### src/rtl/fb_pkg.sv
// fb_pkg: shared types, FSM state codes and sizing helpers for the frame-buffer pattern writer.
package fb_pkg;

    // Pattern selector encoding, matches the mode input.
    typedef enum logic [1:0] {
        MODE_SOLID   = 2'd0,
        MODE_RECT    = 2'd1,
        MODE_HBARS   = 2'd2,
        MODE_CHECKER = 2'd3
    } fb_mode_e;

    // FSM state codes, kept as plain constants for compatibility with older blocks.
    typedef logic [1:0] fb_state_t;
    localparam fb_state_t ST_IDLE = 2'd0;
    localparam fb_state_t ST_FILL = 2'd1;
    localparam fb_state_t ST_EMIT = 2'd2;
    localparam fb_state_t ST_DONE = 2'd3;

    // Number of RAM words in one frame.
    function automatic int unsigned fb_words(input int unsigned h_active,
                                             input int unsigned v_active,
                                             input int unsigned word_w);
        return (h_active * v_active) / word_w;
    endfunction

    // Bits needed to index n items; never less than one bit.
    function automatic int unsigned fb_width(input int unsigned n);
        return (n > 1) ? $clog2(n) : 1;
    endfunction

endpackage

### src/rtl/fb_word_packer.sv
// fb_word_packer: collects one pixel per load into a WORD_W-bit word, bit 0 first.
module fb_word_packer
    import fb_pkg::*;
#(
    parameter int unsigned WORD_W = 16
) (
    input  logic              clk,
    input  logic              reset,
    input  logic              clear,
    input  logic              load,
    input  logic              pixel,
    output logic [WORD_W-1:0] data,
    output logic              full
);

    localparam int unsigned IDX_W = fb_width(WORD_W);

    logic [IDX_W-1:0] idx;

    // High on the load that completes the current word.
    assign full = load && (idx == IDX_W'(WORD_W - 1));

    // Store each pixel at its bit position; the index wraps once the word is complete.
    always_ff @(posedge clk) begin
        if (reset || clear) begin
            data <= '0;
            idx  <= '0;
        end else if (load) begin
            data[idx] <= pixel;
            idx       <= full ? '0 : idx + IDX_W'(1);
        end
    end

endmodule

### src/rtl/fb_pattern_writer.sv
// fb_pattern_writer: walks an H_ACTIVE x V_ACTIVE 1-bpp frame, evaluates the selected pattern
// and writes packed words to the frame-buffer RAM over a valid/ready port.
// Optional feature: define FB_PATTERN_CHECKER_EN to enable the CHECKER pattern on mode 3;
// without it mode 3 produces the SOLID pattern.
module fb_pattern_writer
    import fb_pkg::*;
#(
    parameter int unsigned H_ACTIVE  = 800,
    parameter int unsigned V_ACTIVE  = 480,
    parameter int unsigned WORD_W    = 16,
    parameter int unsigned ADDR_W    = 15,
    parameter int unsigned BAR_LOG2  = 5,
    parameter int unsigned CELL_LOG2 = 3
) (
    input  logic              clk,
    input  logic              reset,
    input  logic              start,
    input  logic [1:0]        mode,
    input  logic              fg,
    input  logic [10:0]       rect_x0,
    input  logic [10:0]       rect_x1,
    input  logic [9:0]        rect_y0,
    input  logic [9:0]        rect_y1,
    output logic              wr_en,
    input  logic              wr_ready,
    output logic [ADDR_W-1:0] wr_addr,
    output logic [WORD_W-1:0] wr_data,
    output logic              busy,
    output logic              done
);

    localparam int unsigned FB_WORDS = fb_words(H_ACTIVE, V_ACTIVE, WORD_W);
    localparam int unsigned X_W      = fb_width(H_ACTIVE);
    localparam int unsigned Y_W      = fb_width(V_ACTIVE);

    if (H_ACTIVE % WORD_W != 0) begin : g_bad_h_active
        $error("H_ACTIVE must be a multiple of WORD_W");
    end
    if ((64'd1 << ADDR_W) < 64'(FB_WORDS)) begin : g_bad_addr_w
        $error("ADDR_W too small for the frame");
    end
    // Pixel coordinates are evaluated in 16-bit space.
    if (X_W > 16 || Y_W > 16 || BAR_LOG2 > 15 || CELL_LOG2 > 15) begin : g_bad_coord
        $error("frame or pattern geometry exceeds 16-bit coordinate space");
    end

    fb_state_t        state_q, state_d;
    fb_mode_e         mode_q;
    logic             fg_q;
    logic [10:0]      x0_q, x1_q;
    logic [9:0]       y0_q, y1_q;
    logic [X_W-1:0]   x_q;
    logic [Y_W-1:0]   y_q;
    logic [ADDR_W-1:0] addr_q;

    logic        pix;
    logic        in_rect;
    logic        word_full;
    logic        last_word;
    logic        accept;
    logic [15:0] px, py;

    assign px        = 16'(x_q);
    assign py        = 16'(y_q);
    assign last_word = (addr_q == ADDR_W'(FB_WORDS - 1));
    assign accept    = (state_q == ST_EMIT) && wr_ready;

    // Half-open bounds; an empty or off-frame rectangle simply never matches.
    assign in_rect = (px >= {5'd0, x0_q}) && (px < {5'd0, x1_q}) &&
                     (py >= {6'd0, y0_q}) && (py < {6'd0, y1_q});

    // Pattern value for the pixel at (x_q, y_q) under the latched configuration.
    always_comb begin
        pix = fg_q;
        case (mode_q)
            MODE_SOLID: pix = fg_q;
            MODE_RECT:  pix = in_rect ? fg_q : ~fg_q;
            MODE_HBARS: pix = py[BAR_LOG2] ^ fg_q;
`ifdef FB_PATTERN_CHECKER_EN
            MODE_CHECKER: pix = px[CELL_LOG2] ^ py[CELL_LOG2] ^ fg_q;
`else
            MODE_CHECKER: pix = fg_q;
`endif
            default:    pix = fg_q;
        endcase
    end

    // Next-state logic: fill a word, hold it until accepted, repeat until the last word.
    always_comb begin
        state_d = state_q;
        case (state_q)
            ST_IDLE: if (start) state_d = ST_FILL;
            ST_FILL: if (word_full) state_d = ST_EMIT;
            ST_EMIT: if (wr_ready) state_d = last_word ? ST_DONE : ST_FILL;
            ST_DONE: state_d = ST_IDLE;
            default: state_d = ST_IDLE;
        endcase
    end

    // FSM state register.
    always_ff @(posedge clk) begin
        if (reset) begin
            state_q <= ST_IDLE;
        end else begin
            state_q <= state_d;
        end
    end

    // Configuration latch, pixel scan position and word address.
    always_ff @(posedge clk) begin
        if (reset) begin
            mode_q <= MODE_SOLID;
            fg_q   <= 1'b0;
            x0_q   <= '0;
            x1_q   <= '0;
            y0_q   <= '0;
            y1_q   <= '0;
            x_q    <= '0;
            y_q    <= '0;
            addr_q <= '0;
        end else begin
            case (state_q)
                ST_IDLE: begin
                    if (start) begin
                        mode_q <= fb_mode_e'(mode);
                        fg_q   <= fg;
                        x0_q   <= rect_x0;
                        x1_q   <= rect_x1;
                        y0_q   <= rect_y0;
                        y1_q   <= rect_y1;
                        x_q    <= '0;
                        y_q    <= '0;
                        addr_q <= '0;
                    end
                end
                ST_FILL: begin
                    if (x_q == X_W'(H_ACTIVE - 1)) begin
                        x_q <= '0;
                        y_q <= y_q + Y_W'(1);
                    end else begin
                        x_q <= x_q + X_W'(1);
                    end
                end
                ST_EMIT: begin
                    if (accept && !last_word) addr_q <= addr_q + ADDR_W'(1);
                end
                default: ;
            endcase
        end
    end

    fb_word_packer #(
        .WORD_W (WORD_W)
    ) u_packer (
        .clk   (clk),
        .reset (reset),
        .clear ((state_q == ST_IDLE) && start),
        .load  (state_q == ST_FILL),
        .pixel (pix),
        .data  (wr_data),
        .full  (word_full)
    );

    assign wr_en   = (state_q == ST_EMIT);
    assign wr_addr = addr_q;
    assign busy    = (state_q == ST_FILL) || (state_q == ST_EMIT);
    assign done    = (state_q == ST_DONE);

endmodule

### config.mk
export PLATFORM = sky130hd
export DESIGN_NAME = fb_pattern_writer
export DESIGN_NICKNAME = d
export VERILOG_FILES = /design/src/rtl/fb_pkg.sv /design/src/rtl/fb_word_packer.sv /design/src/rtl/fb_pattern_writer.sv
export SDC_FILE = /design/constraint.sdc
export NUM_CORES = 1
export LEC_CHECK = 0
export ABC_AREA = 1
export CORE_MARGIN = 4
export CORE_UTILIZATION = 49
export CTS_BUF_LIST = sky130_fd_sc_hd__clkbuf_16
export CTS_CLUSTER_DIAMETER = 30
export DETAILED_ROUTE_END_ITERATION = 7
export GPL_TIMING_DRIVEN = 0
export PLACE_DENSITY = 0.78
export SYNTH_ARGS = -nofsm -noshare
export SYNTH_HDL_FRONTEND = slang
export SYNTH_HIERARCHICAL = 1
export SYNTH_SLANG_ARGS = --single-unit
### constraint.sdc
create_clock -name clk -period 2.1 [get_ports clk]
set_clock_uncertainty 0.1 [all_clocks]
set_input_delay 0.525 -clock clk [delete_from_list [all_inputs] [get_ports clk]]
set_output_delay 0.525 -clock clk [all_outputs]
set_load 0.005 [all_outputs]
==> Word-level counts from Yosys, hierarchy flattened <==
Cells that the tools add are included.
{ "classes": {"n_mux": 20, "n_reduce_logical": 21, "bitwise": 2, "magnitude_cmp": 6, "n_addsub": 4, "eq_ne": 14} }
{ "ops": {"columns": ["op", "count"], "rows": [
  ["15-bit 2-to-1 mux", 2],
  ["15-bit one-hot mux with 2 select lines", 1],
  ["10-bit 2-to-1 mux", 2],
  ["10-bit one-hot mux with 2 select lines", 1],
  ["9-bit 2-to-1 mux", 2],
  ["9-bit one-hot mux with 2 select lines", 1],
  ["16-bit bitwise mux", 1],
  ["15-bit by 1-bit adder with 15-bit output, second input constant", 1],
  ["15-bit == test, second input constant", 1],
  ["10-bit by 11-bit greater-or-equal comparator with 1-bit output", 1],
  ["10-bit by 11-bit < comparator with 1-bit output", 1],
  ["10-bit by 1-bit adder with 10-bit output, second input constant", 1],
  ["10-bit == test, second input constant", 1],
  ["9-bit by 10-bit greater-or-equal comparator with 1-bit output", 1],
  ["9-bit by 10-bit < comparator with 1-bit output", 1],
  ["9-bit by 1-bit adder with 9-bit output, second input constant", 1],
  ["3-bit AND reduction", 3],
  ["2-bit == test, second input constant", 4],
  ["1-bit logical AND", 8],
  ["2-bit 2-to-1 mux", 4],
  ["2-bit one-hot mux with 4 select lines", 1],
  ["2-bit inequality test, second input constant", 3],
  ["4-bit by 5-bit < comparator with 1-bit output, second input constant", 1],
  ["4-bit by 1-bit adder with 4-bit output, second input constant", 1],
  ["16 further kinds", 23]
]} }
{ "word_totals": {"out_inout_bits": 34, "ff_bits": 101} }

==> Longest topological paths before layout <==
Gate-level depths: netlist of run 1.
{ "depth": {"word_depth": 7, "depth_mapped": 19, "ltp_nobuf": 18} }

==> Modules after synthesis <==
Netlist of run 1, hierarchy kept.
{ "modules_own_cells": {"columns": ["mod", "area_per_inst_um2", "instances", "cells_each"], "rows": [
  ["fb_pattern_writer", 4654.5, 1, 639],
  ["fb_word_packer", 913.4, 1, 129]
]} }

==> Worst setup path after synthesis of run 1 <==
Ideal clock, no wire load.
{ "synth_timing": {"kind": "register to register", "from": "reg y_q[5]", "to": "reg u_packer.data[10]", "n_path_buf": 1, "arrival_time_ns": 1.994, "setup_ns": 0.115, "setup_slack_ns": -0.109, "stages_incl_launch_ff": 17, "cell_sequence": "dfxtp_1 > ha_1 > nand2_1 > inv_1 > a21oi_1 > nand2_1 > nand2_1 > nand2_1 > nor2_1 > nand3_1 > nand3_1 > nand2_1 > inv_1 > clkbuf_1 > nand3_1 > nand2_1 > nor2_1"} }
{ "synth_between": {"elab_chain_cells": 6} }
{ "synth_lines": {"columns": ["item", "line", "text"], "rows": [
  ["start, declared", "fb_pattern_writer.sv:53", "logic [Y_W-1:0] y_q;"],
  ["start signal, assigned", "fb_pattern_writer.sv:139", "y_q <= y_q + Y_W'(1);"],
  ["9-bit by 10-bit greater-or-equal comparator with 1-bit output", "fb_pattern_writer.sv:70", "(py >= {6'd0, y0_q}) && (py < {6'd0, y1_q});"],
  ["1-bit logical AND", "fb_pattern_writer.sv:69", "assign in_rect = (px >= {5'd0, x0_q}) && (px < {5'd0, x1_q}) &&"],
  ["1-bit logical AND", "fb_pattern_writer.sv:70", null],
  ["1-bit 2-to-1 mux", "fb_pattern_writer.sv:77", "MODE_RECT: pix = in_rect ? fg_q : ~fg_q;"],
  ["1-bit one-hot mux with 3 select lines *", "fb_pattern_writer.sv:75", "case (mode_q)"],
  ["via pix", "fb_pattern_writer.sv:56", "logic pix;"],
  ["16-bit bitwise mux *", "fb_word_packer.sv:29", "data[idx] <= pixel;"],
  ["end signal, assigned by index", "fb_word_packer.sv:29", null],
  ["end, declared", "fb_word_packer.sv:12", "output logic [WORD_W-1:0] data,"]
]} }
Mark *: on every way through the listed nets, which the timed path passes. The rest lies on a longest branch.
A chain may end at the register's enable or synchronous reset.

==> Worst setup path after layout of run 1 <==
{ "layout_timing": {"from": "reg x_q[6]", "to": "reg u_packer.data[8]"} }
{ "layout_between": {"elab_chain_cells": 7} }
{ "layout_lines": {"columns": ["item", "line", "text"], "rows": [
  ["start, declared", "fb_pattern_writer.sv:52", "logic [X_W-1:0] x_q;"],
  ["start signal, assigned", "fb_pattern_writer.sv:141", "x_q <= x_q + X_W'(1);"],
  ["10-bit by 11-bit greater-or-equal comparator with 1-bit output / 10-bit by 11-bit < comparator with 1-bit output (equally long branches)", "fb_pattern_writer.sv:69", null],
  ["1-bit logical AND * (2 in a row)", "fb_pattern_writer.sv:69", null],
  ["1-bit logical AND *", "fb_pattern_writer.sv:70", null],
  ["1-bit 2-to-1 mux *", "fb_pattern_writer.sv:77", null],
  ["1-bit one-hot mux with 3 select lines *", "fb_pattern_writer.sv:75", null],
  ["via pix", "fb_pattern_writer.sv:56", null],
  ["16-bit bitwise mux *", "fb_word_packer.sv:29", null]
]} }
Marks and branches as above.

==> qor.yml, run 1 <==
core_area_mm2: 0.0110
r2r_setup_slack_ns: -0.04
cts_sinks: 101
syn-instance-count: 768
relSlewSlack: 0.504
start_util: 0.507
worst_slack_ns: -0.0393
post_drt_wl_per_cell_um: 13.7
cts_root_buf: "clkbuf_16"
ys_seq_area_frac: 0.363
num_antenna_cells: 0
syn_nets: 867
grt_overflow_total: 0
place_hpwl_um: 9590
area_growth_pct: 33.3
nNetsFinal: 972
synth_edf_count: 0
critPathKind: "reg -> reg"
p_sw_frac: 0.372
place_congestion: 0.909
synth_area_mm2: 0.00557
numCtsBuffers: 9
layout-drive-gt1-share: 0.171
leakage_uw: 0.00288
hold_class: "reg -> reg"
rsz0062_at_grt: "yes"
internal_power_uw: 4350
hold_violations: 0
drv_cap: 0
multi_input_area_mm2: 0.00342
power_frac_seq: 0.340
io_pins: 83
cts_tree: "done"
row_count: 38
critPathLaunch: "x_q[6]$_SDFFE_PP0P_"
end_kind: "register"
clkLatencyLatePin_ns: 0.35
dr.pass1.iters: 5
avgSynthCellArea_um2: 7.25
switching_power_uw: 2580
drcViolationCount: 0
path_max_fanout: 6
first_global_vias: 4980
async_reset_ff_frac: 0
final_common_cell: "nand2_1"
postLayoutCellArea_mm2: 0.00742
peakVddDrop_mv: 0.728
ff2ff_path_depth: 15
synth.distinct_cells: 43
status: "finished with violations"
io_buffer_count: 82
routed_wirelength_um: 14000
via_per_inst: 5.20
hold-worst-slack_ns: 0.360
power_density_mw_per_mm2: 934
cp-start-kind: "register"
clockBufferDepth: 2
r2r-start: "x_q[6]$_SDFFE_PP0P_"
postCtsHoldBufs: 0
cts.clk_slew.worst_paths_ns: 0.07
crit_end: "u_packer/data[8]$_SDFFE_PP0P_"
r2r-end: "u_packer/data[8]$_SDFFE_PP0P_"
n_fill_cell: 906
dpl_cell_area_mm2: 0.00657
regArea_mm2: 0.00208
grt_max_degree: 16
antenna_found_initial: 0
die_w_um: 115
worstHoldPathCells: 2
grt_pass1_wl_um: 22300
finalSetupViolCount: 11
worstMarginPinSlew_ns: 0.744
vias: 5294
pwr-share-comb: 0.408
cp.arrival_ns: 2.32
die_y_um: 115
required_ns: 2.28
synth_seq_cells: 101
ant_nets: 0
finalPower_uw: 6930
violations: "setup timing"
drtIter0Drc: 275
synth-main-ff-cell: "dfxtp_1"
cts_max_level: 3
track_usage: 0.208
die_area_mm2: 0.0131
finalWorstPathRequiredPeriod_ns: 2.14
min_period_over_period: 1.02
maxSlewViolCount: 0
synth_warnings: 6
fmax_ghz: 0.467
layout_common_cells: "nand2_1 (137), inv_1 (84), nor2_1 (84), a21oi_1 (82), clkdlybuf4s50_1 (79)"
p_clk_frac: 0.253
area by class of cell:
type	instances	area share
timing repair buffer	95	0.124
sequential	101	0.280
clock inverter	7	0.0113
tap	140	0.0236
multi-input combinational	541	0.460
inverter	101	0.0521
buffer	24	0.0189
clock buffer	9	0.0303
critical path, stage by stage, from the launching register on:
cell     delay (ns)
dfxtp_4        0.41
ha_4           0.22
a21oi_1        0.16
a21oi_1        0.11
nor2_1         0.12
nand2_1        0.08
nor2_2         0.14
nand2_1        0.08
nand2_1        0.07
nand3_2        0.07
nand2_2        0.10
inv_4          0.06
buf_8          0.13
nand3_2        0.06
nand2_1        0.05
nor2_1         0.11
logic make-up (layout without fill, tap and decap cells):
| logic type | after synthesis | in the layout | synth area share |
|---|---|---|---|
| AOI/OAI and AO/OA | 162 | 162 | 0.160 |
| xor gates and xnor gates | 19 | 19 | 0.0299 |
| adders and majority gates | 50 | 50 | 0.112 |
| buffers and inverters | 126 | 236 | 0.0903 |
| DFF | 101 | 101 | 0.363 |
| and+or+nand+nor | 310 | 310 | 0.244 |
how the worst min path moves through the flow:
stage                         start                   end  slack, ns
2_1_floorplan  y1_q[1]$_SDFFE_PP0P_  y1_q[1]$_SDFFE_PP0P_       0.33
3_3_place_gp   x0_q[7]$_SDFFE_PP0P_  x0_q[7]$_SDFFE_PP0P_       0.35
3_5_place_dp   x1_q[4]$_SDFFE_PP0P_  x1_q[4]$_SDFFE_PP0P_       0.35
4_1_cts        x0_q[3]$_SDFFE_PP0P_  x0_q[3]$_SDFFE_PP0P_       0.36
5_1_grt        x0_q[3]$_SDFFE_PP0P_  x0_q[3]$_SDFFE_PP0P_       0.38
6_report       x0_q[3]$_SDFFE_PP0P_  x0_q[3]$_SDFFE_PP0P_       0.36
state kept, by name, indices dropped and copies added, names as in the netlist, 2 cells and up:
name and cells:
u_packer/data 16, wr_addr 15, x0_q 11, x1_q 11, x_q 10, y0_q 10, y1_q 10, y_q 9
u_packer/idx 4, mode_q 2, state_q 2
layer usage:
metal,global-route usage,share of wire,vias to the layer above
met3,0.0513,0.059,27
li1,-,-,2699
met2,0.339,0.47,147
met1,0.266,0.45,2421
met4,0.0800,0.021,0
met5,0,0,-
metrics by stage:
step	worst slack [ns]	std cells	TNS, ns	utilization
after floorplan	0.0378	768	0	-
after global placement	-0.623	990	-26.40	0.598
after detailed placement	-0.688	990	-29.33	0.598
after CTS	0.000231	1013	0	0.643
after global routing	-0.143	1018	-1.80	0.676
final	-0.0393	1018	-0.215	0.676
Yosys cell counts (all sizes together) (2+ instances only):
master,instances,area share
clkinv,3,0.0020
nand4,7,0.0079
buf,7,0.010
o21ai,57,0.053
a211oi,4,0.0063
and3,2,0.0022
clkbuf,18,0.012
nand3b,2,0.0027
xor2,19,0.030
o21bai,2,0.0027
inv,98,0.066
ha,50,0.11
dfxtp,101,0.36
nand2,150,0.10
nor2,92,0.067
nor3,10,0.011
nand3,42,0.041
a21oi,93,0.090
nor4,3,0.0061
timing repair:
action | 4_1_cts | 5_1_grt
endpoints found under the setup margin | 77 | 55
gates cloned | 1 | 0
setup buffers | 7 | 5
resized for setup | 46 | 72
pin swaps | 13 | 39
power groups by stage:
stage               Combinational, µW  Clock (µW)  Sequential (µW)
CTS                              2480        1780             2340
detailed placement               2320           0             2380
finish                           2830        1750             2350
global placement                 2270           0             2370
global route                     3160        1860             2380
floorplan                        1680           0             2350
No activity file was read; power rests on OpenSTA's default activity.
==> run 2: changes to the inputs <==
- CTS_BUF_LIST: sky130_fd_sc_hd__clkbuf_16 -> sky130_fd_sc_hd__clkbuf_2
- GPL_ROUTABILITY_DRIVEN: default -> 0
==> run 2 against run 1 <==
- setup slack lost 0.034 ns
- sequential power is essentially flat
- utilization grew 0.11 points
- maximum frequency shrank 1.5%
- critical path type unchanged
- flip-flop and latch count is the same
- count of clock-buffer cells in the layout grew 3
- total power shrank 10%
- routed wire length grew 0.53%
- sequential share of layout area grew 1.0 points
- the run still ends with setup timing left
- largest cell class unchanged
- critical path depth shrank 1
- clock power shrank 39%
- die area is the same
==> qor.yml, run 2 (same netlist as run 1, synthesis figures left out) <==
status: "finished with violations"
violations: "setup timing"
track_usage: 0.215
layout-drive-gt1-share: 0.231
cts_max_level: 3
nNetsFinal: 996
n_fill_cell: 909
row_count: 38
worstHoldStart: "y1_q[1]$_SDFFE_PP0P_"
antenna_found_initial: 0
numCtsBuffers: 9
slowest_stage: "dfxtp_4"
ff2ff_path_depth: 14
place_hpwl_um: 9590
maxSlewViolCount: 0
cts_sinks: 101
finalWorstPathRequiredPeriod_ns: 2.17
crit_path_max_incr_delay_ns: 0.49
cp.arrival_ns: 2.61
peakVddDrop_mv: 0.570
finalSetupViolCount: 11
relSlewSlack: 0.543
cp-start-kind: "register"
layout_common_cells: "nand2_1 (134), nor2_1 (85), inv_1 (84), a21oi_1 (78), o21ai_0 (50)"
power_density_mw_per_mm2: 838
start_util: 0.507
core_area_mm2: 0.0110
routed_wirelength_um: 14100
die_w_um: 115
drv_cap: 0
worst_slack_ns: -0.0730
min_period_over_period: 1.03
hold_path_end: "y1_q[1]$_SDFFE_PP0P_"
leakage_uw: 0.00309
hold_violations: 0
rsz0062_at_grt: "yes"
worstHoldPathCells: 2
die_area_mm2: 0.0131
clockBufferDepth: 2
clkLatencyLatePin_ns: 0.61
grt_pass1_wl_um: 23000
num_antenna_cells: 0
die_y_um: 115
first_global_vias: 5086
hold_class: "reg -> reg"
final_common_cell: "nand2_1"
drtIter0Drc: 272
via_per_inst: 5.09
r2r_setup_slack_ns: -0.07
io_buffer_count: 82
largest_register_ff_count: 16
post_drt_wl_per_cell_um: 13.5
grt_overflow_total: 0
r2r-start: "x_q[4]$_SDFFE_PP0P_"
ant_nets: 0
max_flop_register: "u_packer/data"
tns_ns: -0.570
required_ns: 2.54
end_kind: "register"
dp_slack_ns: -0.688
drcViolationCount: 0
vias: 5307
dr.pass1.iters: 5
fmax_ghz: 0.460
cts.clk_slew.worst_paths_ns: 0.28
crit_path_cell_trace: "ha_4 -> a21oi_1 -> o21ai_1 -> a21oi_1 -> nand2_2 -> nand2_1 -> nand2_1 -> nand3_2 -> nand2_2 -> inv_4 -> clkbuf_8 -> nand3_1 -> nand2_1 -> nor2_1"
grt_max_degree: 16
io_pins: 83
r2r-end: "u_packer/data[6]$_SDFFE_PP0P_"
critPathKind: "reg -> reg"
worstMarginPinSlew_ns: 0.685
path_max_fanout: 7
area_growth_pct: 33.6
cts_tree: "done"
crit_top_cell: "nand2_1"
cts_root_buf: "clkbuf_2"
-- run 2: changes by cell type in the layout (fill, tap and decap cells not counted), sizes merged --
cell	change
buf	+26
clkbuf	+4
inv	-3
clkdlybuf4s50	-31
dlygate4sd2	+28
-- run 2: power breakdown --
| part | switching [µW] | total, µW | leakage [µW] | internal, µW |
|---|---|---|---|---|
| clock network | 650 | 1060 | 0.0000822 | 406 |
| logic | 1710 | 2850 | 0.00215 | 1130 |
| registers | 130 | 2330 | 0.000860 | 2200 |
| total | 2490 | 6230 | 0.00309 | 3740 |
-- run 2: worst max-delay path: cells and delay by family (launching register included) --
family	cells	cell delay, ns
buffers and inverters	2	0.24
DFF	1	0.49
and+or+nand+nor	8	0.60
AOI/OAI and AO/OA	3	0.42
adders and majority gates	1	0.22
-- run 2: through the flow --
step | cells | cell area, µm² | hold WS [ns] | util | power, µW
floorplan | 768 | 5570 | 0.335 | - | 4030
global placement | 990 | 6570 | 0.349 | 0.598 | 4650
detailed placement | 990 | 6570 | 0.353 | 0.598 | 4700
CTS | 1039 | 7150 | 0.380 | 0.651 | 6040
global route | 1042 | 7440 | 0.391 | 0.677 | 6700
finish | 1042 | 7440 | 0.377 | 0.677 | 6230
-- run 2: worst max path at each step --
stage,start,cells past startpoint,slack [ns],end
CTS,state_q[1]$_SDFFE_PP0P_,3,-0.04,wr_en
detailed placement,start,8,-0.69,u_packer/data[8]$_SDFFE_PP0P_
global placement,start,8,-0.62,u_packer/data[10]$_SDFFE_PP0P_
global route,x1_q[6]$_SDFFE_PP0P_,18,-0.14,u_packer/data[9]$_SDFFE_PP0P_
floorplan,y_q[3]$_SDFFE_PP0P_,16,0.04,u_packer/data[10]$_SDFFE_PP0P_
finish,x_q[4]$_SDFFE_PP0P_,14,-0.07,u_packer/data[6]$_SDFFE_PP0P_
-- run 2: layer usage --
layer	vias up	track usage	routed length, µm
met3	18	0.0513	701
met1	2415	0.277	6460
met5	-	0	0
met2	130	0.352	6650
met4	0	0.0760	248
li1	2744	-	-
-- run 2: repair_timing --
item | 4_1_cts | 5_1_grt
resized for setup | 140 | 60
hold buffers | 0 | 0
endpoints found under the hold margin | 0 | 0
gates cloned | 1 | 0
buffers inserted | 32 | 3
endpoints found under the setup margin | 117 | 47
pin swaps | 19 | 36
-- run 2: area by class of cell --
class	instances	area (µm²)	area share
Buffer	25	148	0.0199
Clock buffer	12	60.1	0.00808
Clock inverter	4	72.6	0.00976
Inverter	101	384	0.0516
Multi-Input combinational cell	541	3380	0.455
Sequential cell	101	2150	0.290
Tap cell	140	175	0.0236
Timing Repair Buffer	118	1060	0.143
==> run 3: changes to the inputs <==
- GPL_TIMING_DRIVEN: 0 -> 1
==> run 3 against run 2 <==
- the flow now finishes without violations
- combinational power down 7.7%
- flip-flop and latch count did not move
- design area up 0.13%
- register-to-register slack improved by 0.15 ns
- via count fell by 1.3%
- worst hold slack improved by 0.0013 ns
- sequential power about the same
- clock power hardly changed
- global-route usage is 2.1 points lower
- die area unchanged
- critical path depth is 3 higher
- critical path type unchanged
- critical endpoint is now u_packer/data[9]$_SDFFE_PP0P_
- highest routed layer unchanged
==> qor.yml, run 3 (same netlist as run 1, synthesis figures left out) <==
grt_max_degree: 58
vias: 5236
die_w_um: 115
post_drt_wl_per_cell_um: 12.6
finalPower_uw: 6010
cts_sinks: 101
r2r-end: "u_packer/data[9]$_SDFFE_PP0P_"
relSlewSlack: 0.677
crit_end: "u_packer/data[9]$_SDFFE_PP0P_"
maxSlewViolCount: 0
worstMarginPinSlew_ns: 0.484
final_cells: 1038
fin_util: 0.678
switching_power_uw: 2390
nNetsFinal: 992
layout-drive-gt1-share: 0.242
cp.arrival_ns: 2.43
first_global_vias: 4725
place_hpwl_um: 9180
dr.pass1.iters: 5
die_y_um: 115
leakage_uw: 0.00326
final_common_cell: "nand2_1"
status: "completed"
regArea_mm2: 0.00213
cp-start-kind: "register"
dp_slack_ns: -0.0108
cts_root_buf: "clkbuf_2"
dp.cells: 1003
num_antenna_cells: 0
hold_class: "reg -> reg"
ant_nets: 0
ff2ff_path_depth: 17
cts_tree: "done"
required_ns: 2.51
critPathLaunch: "y1_q[5]$_SDFFE_PP0P_"
finalWorstPathRequiredPeriod_ns: 2.02
critPathKind: "reg -> reg"
cts.clk_slew.worst_paths_ns: 0.27
power_frac_seq: 0.388
drv_cap: 0
worst_slack_ns: 0.0778
drcViolationCount: 0
max_flop_register: "u_packer/data"
drtIter0Drc: 209
core_area_mm2: 0.0110
grt_overflow_total: 0
io_pins: 83
fmax_ghz: 0.495
clockBufferDepth: 2
via_per_inst: 5.04
antenna_found_initial: 0
internal_power_uw: 3630
clkLatencyLatePin_ns: 0.55
io_buffer_count: 82
layout_common_cells: "nand2_1 (137), nor2_1 (85), a21oi_1 (80), inv_1 (76), buf_4 (53)"
r2r-start: "y1_q[5]$_SDFFE_PP0P_"
finalSetupViolCount: 0
path_max_fanout: 8
area_growth_pct: 33.8
p_clk_frac: 0.175
start_util: 0.507
min_period_over_period: 0.963
r2r_setup_slack_ns: 0.08
track_usage: 0.195
row_count: 38
end_kind: "register"
rsz0062_at_grt: "yes"
cts_max_level: 3
power_density_mw_per_mm2: 807
hold_violations: 0
numCtsBuffers: 9
peakVddDrop_mv: 0.495
routed_wirelength_um: 13000
multi_input_area_mm2: 0.00334
n_fill_cell: 912
grt_pass1_wl_um: 21100
die_area_mm2: 0.0131
largest_register_ff_count: 16
pwr-share-comb: 0.437
p_sw_frac: 0.397
## run 3: cell type report
| cell class | count | area share |
|---|---|---|
| Clock buffer | 10 | 0.00672 |
| Clock inverter | 6 | 0.0116 |
| Inverter | 101 | 0.0526 |
| Multi-Input combinational cell | 541 | 0.449 |
| Sequential cell | 101 | 0.286 |
| Tap cell | 140 | 0.0235 |
| Timing Repair Buffer | 138 | 0.170 |
| Timing Repair inverter | 1 | 0.00118 |
## run 3: what timing repair did
action                                  CTS  global route
cloned                                    0             1
endpoints found under the setup margin   50            28
pin swaps                                 6            24
hold buffers                              0             0
gates resized for setup                  90            87
buffers inserted                         19             0
## run 3: worst max-delay path, stage by stage (launching register included)
cell and delay (ns):
dfxtp_2 0.39, inv_2 0.04, ha_4 0.23, nand2_2 0.08, inv_2 0.04, a21oi_2 0.11, nand2_1 0.08, nand2_1 0.07
nand2_1 0.06, nor2_2 0.14, nand2_1 0.06, nand2_1 0.07, nand3_2 0.08, nand2_4 0.13, inv_6 0.06, nand3_1 0.08
nand2_1 0.06, nor2_1 0.08
## run 3: metrics by stage
step                      TNS, ns  cell area (µm²)  hold WS, ns
after global routing       -0.463             7450        0.405
after CTS                       0             7140        0.382
after floorplan                 0             5570        0.335
final                           0             7450        0.378
after detailed placement  -0.0389             6780        0.353
after global placement          0             6780        0.344
## run 3: how the worst min path moves through the flow
| stage | end | from | depth (start not counted) |
|---|---|---|---|
| floorplan | y1_q[1]$_SDFFE_PP0P_ | y1_q[1]$_SDFFE_PP0P_ | 2 |
| global placement | y1_q[5]$_SDFFE_PP0P_ | y1_q[5]$_SDFFE_PP0P_ | 2 |
| detailed placement | x1_q[6]$_SDFFE_PP0P_ | x1_q[6]$_SDFFE_PP0P_ | 2 |
| CTS | x1_q[8]$_SDFFE_PP0P_ | x1_q[8]$_SDFFE_PP0P_ | 2 |
| global route | x0_q[8]$_SDFFE_PP0P_ | x0_q[8]$_SDFFE_PP0P_ | 2 |
| finish | x0_q[3]$_SDFFE_PP0P_ | x0_q[3]$_SDFFE_PP0P_ | 2 |
## run 3: power by group through the flow
stage / Combinational (µW) / Sequential [µW] / Clock [µW]
after floorplan: 1680 / 2350 / 0
after global placement: 2330 / 2360 / 0
after detailed placement: 2380 / 2370 / 0
after CTS: 2480 / 2320 / 1080
after global routing: 2970 / 2370 / 1150
final: 2630 / 2330 / 1050
## run 3: per-layer routing
metal	vias up	part of all wire	track usage
met5	-	0	0
met4	0	0.020	0.0649
met3	22	0.047	0.0285
met2	123	0.47	0.316
met1	2344	0.47	0.265
li1	2747	-	-
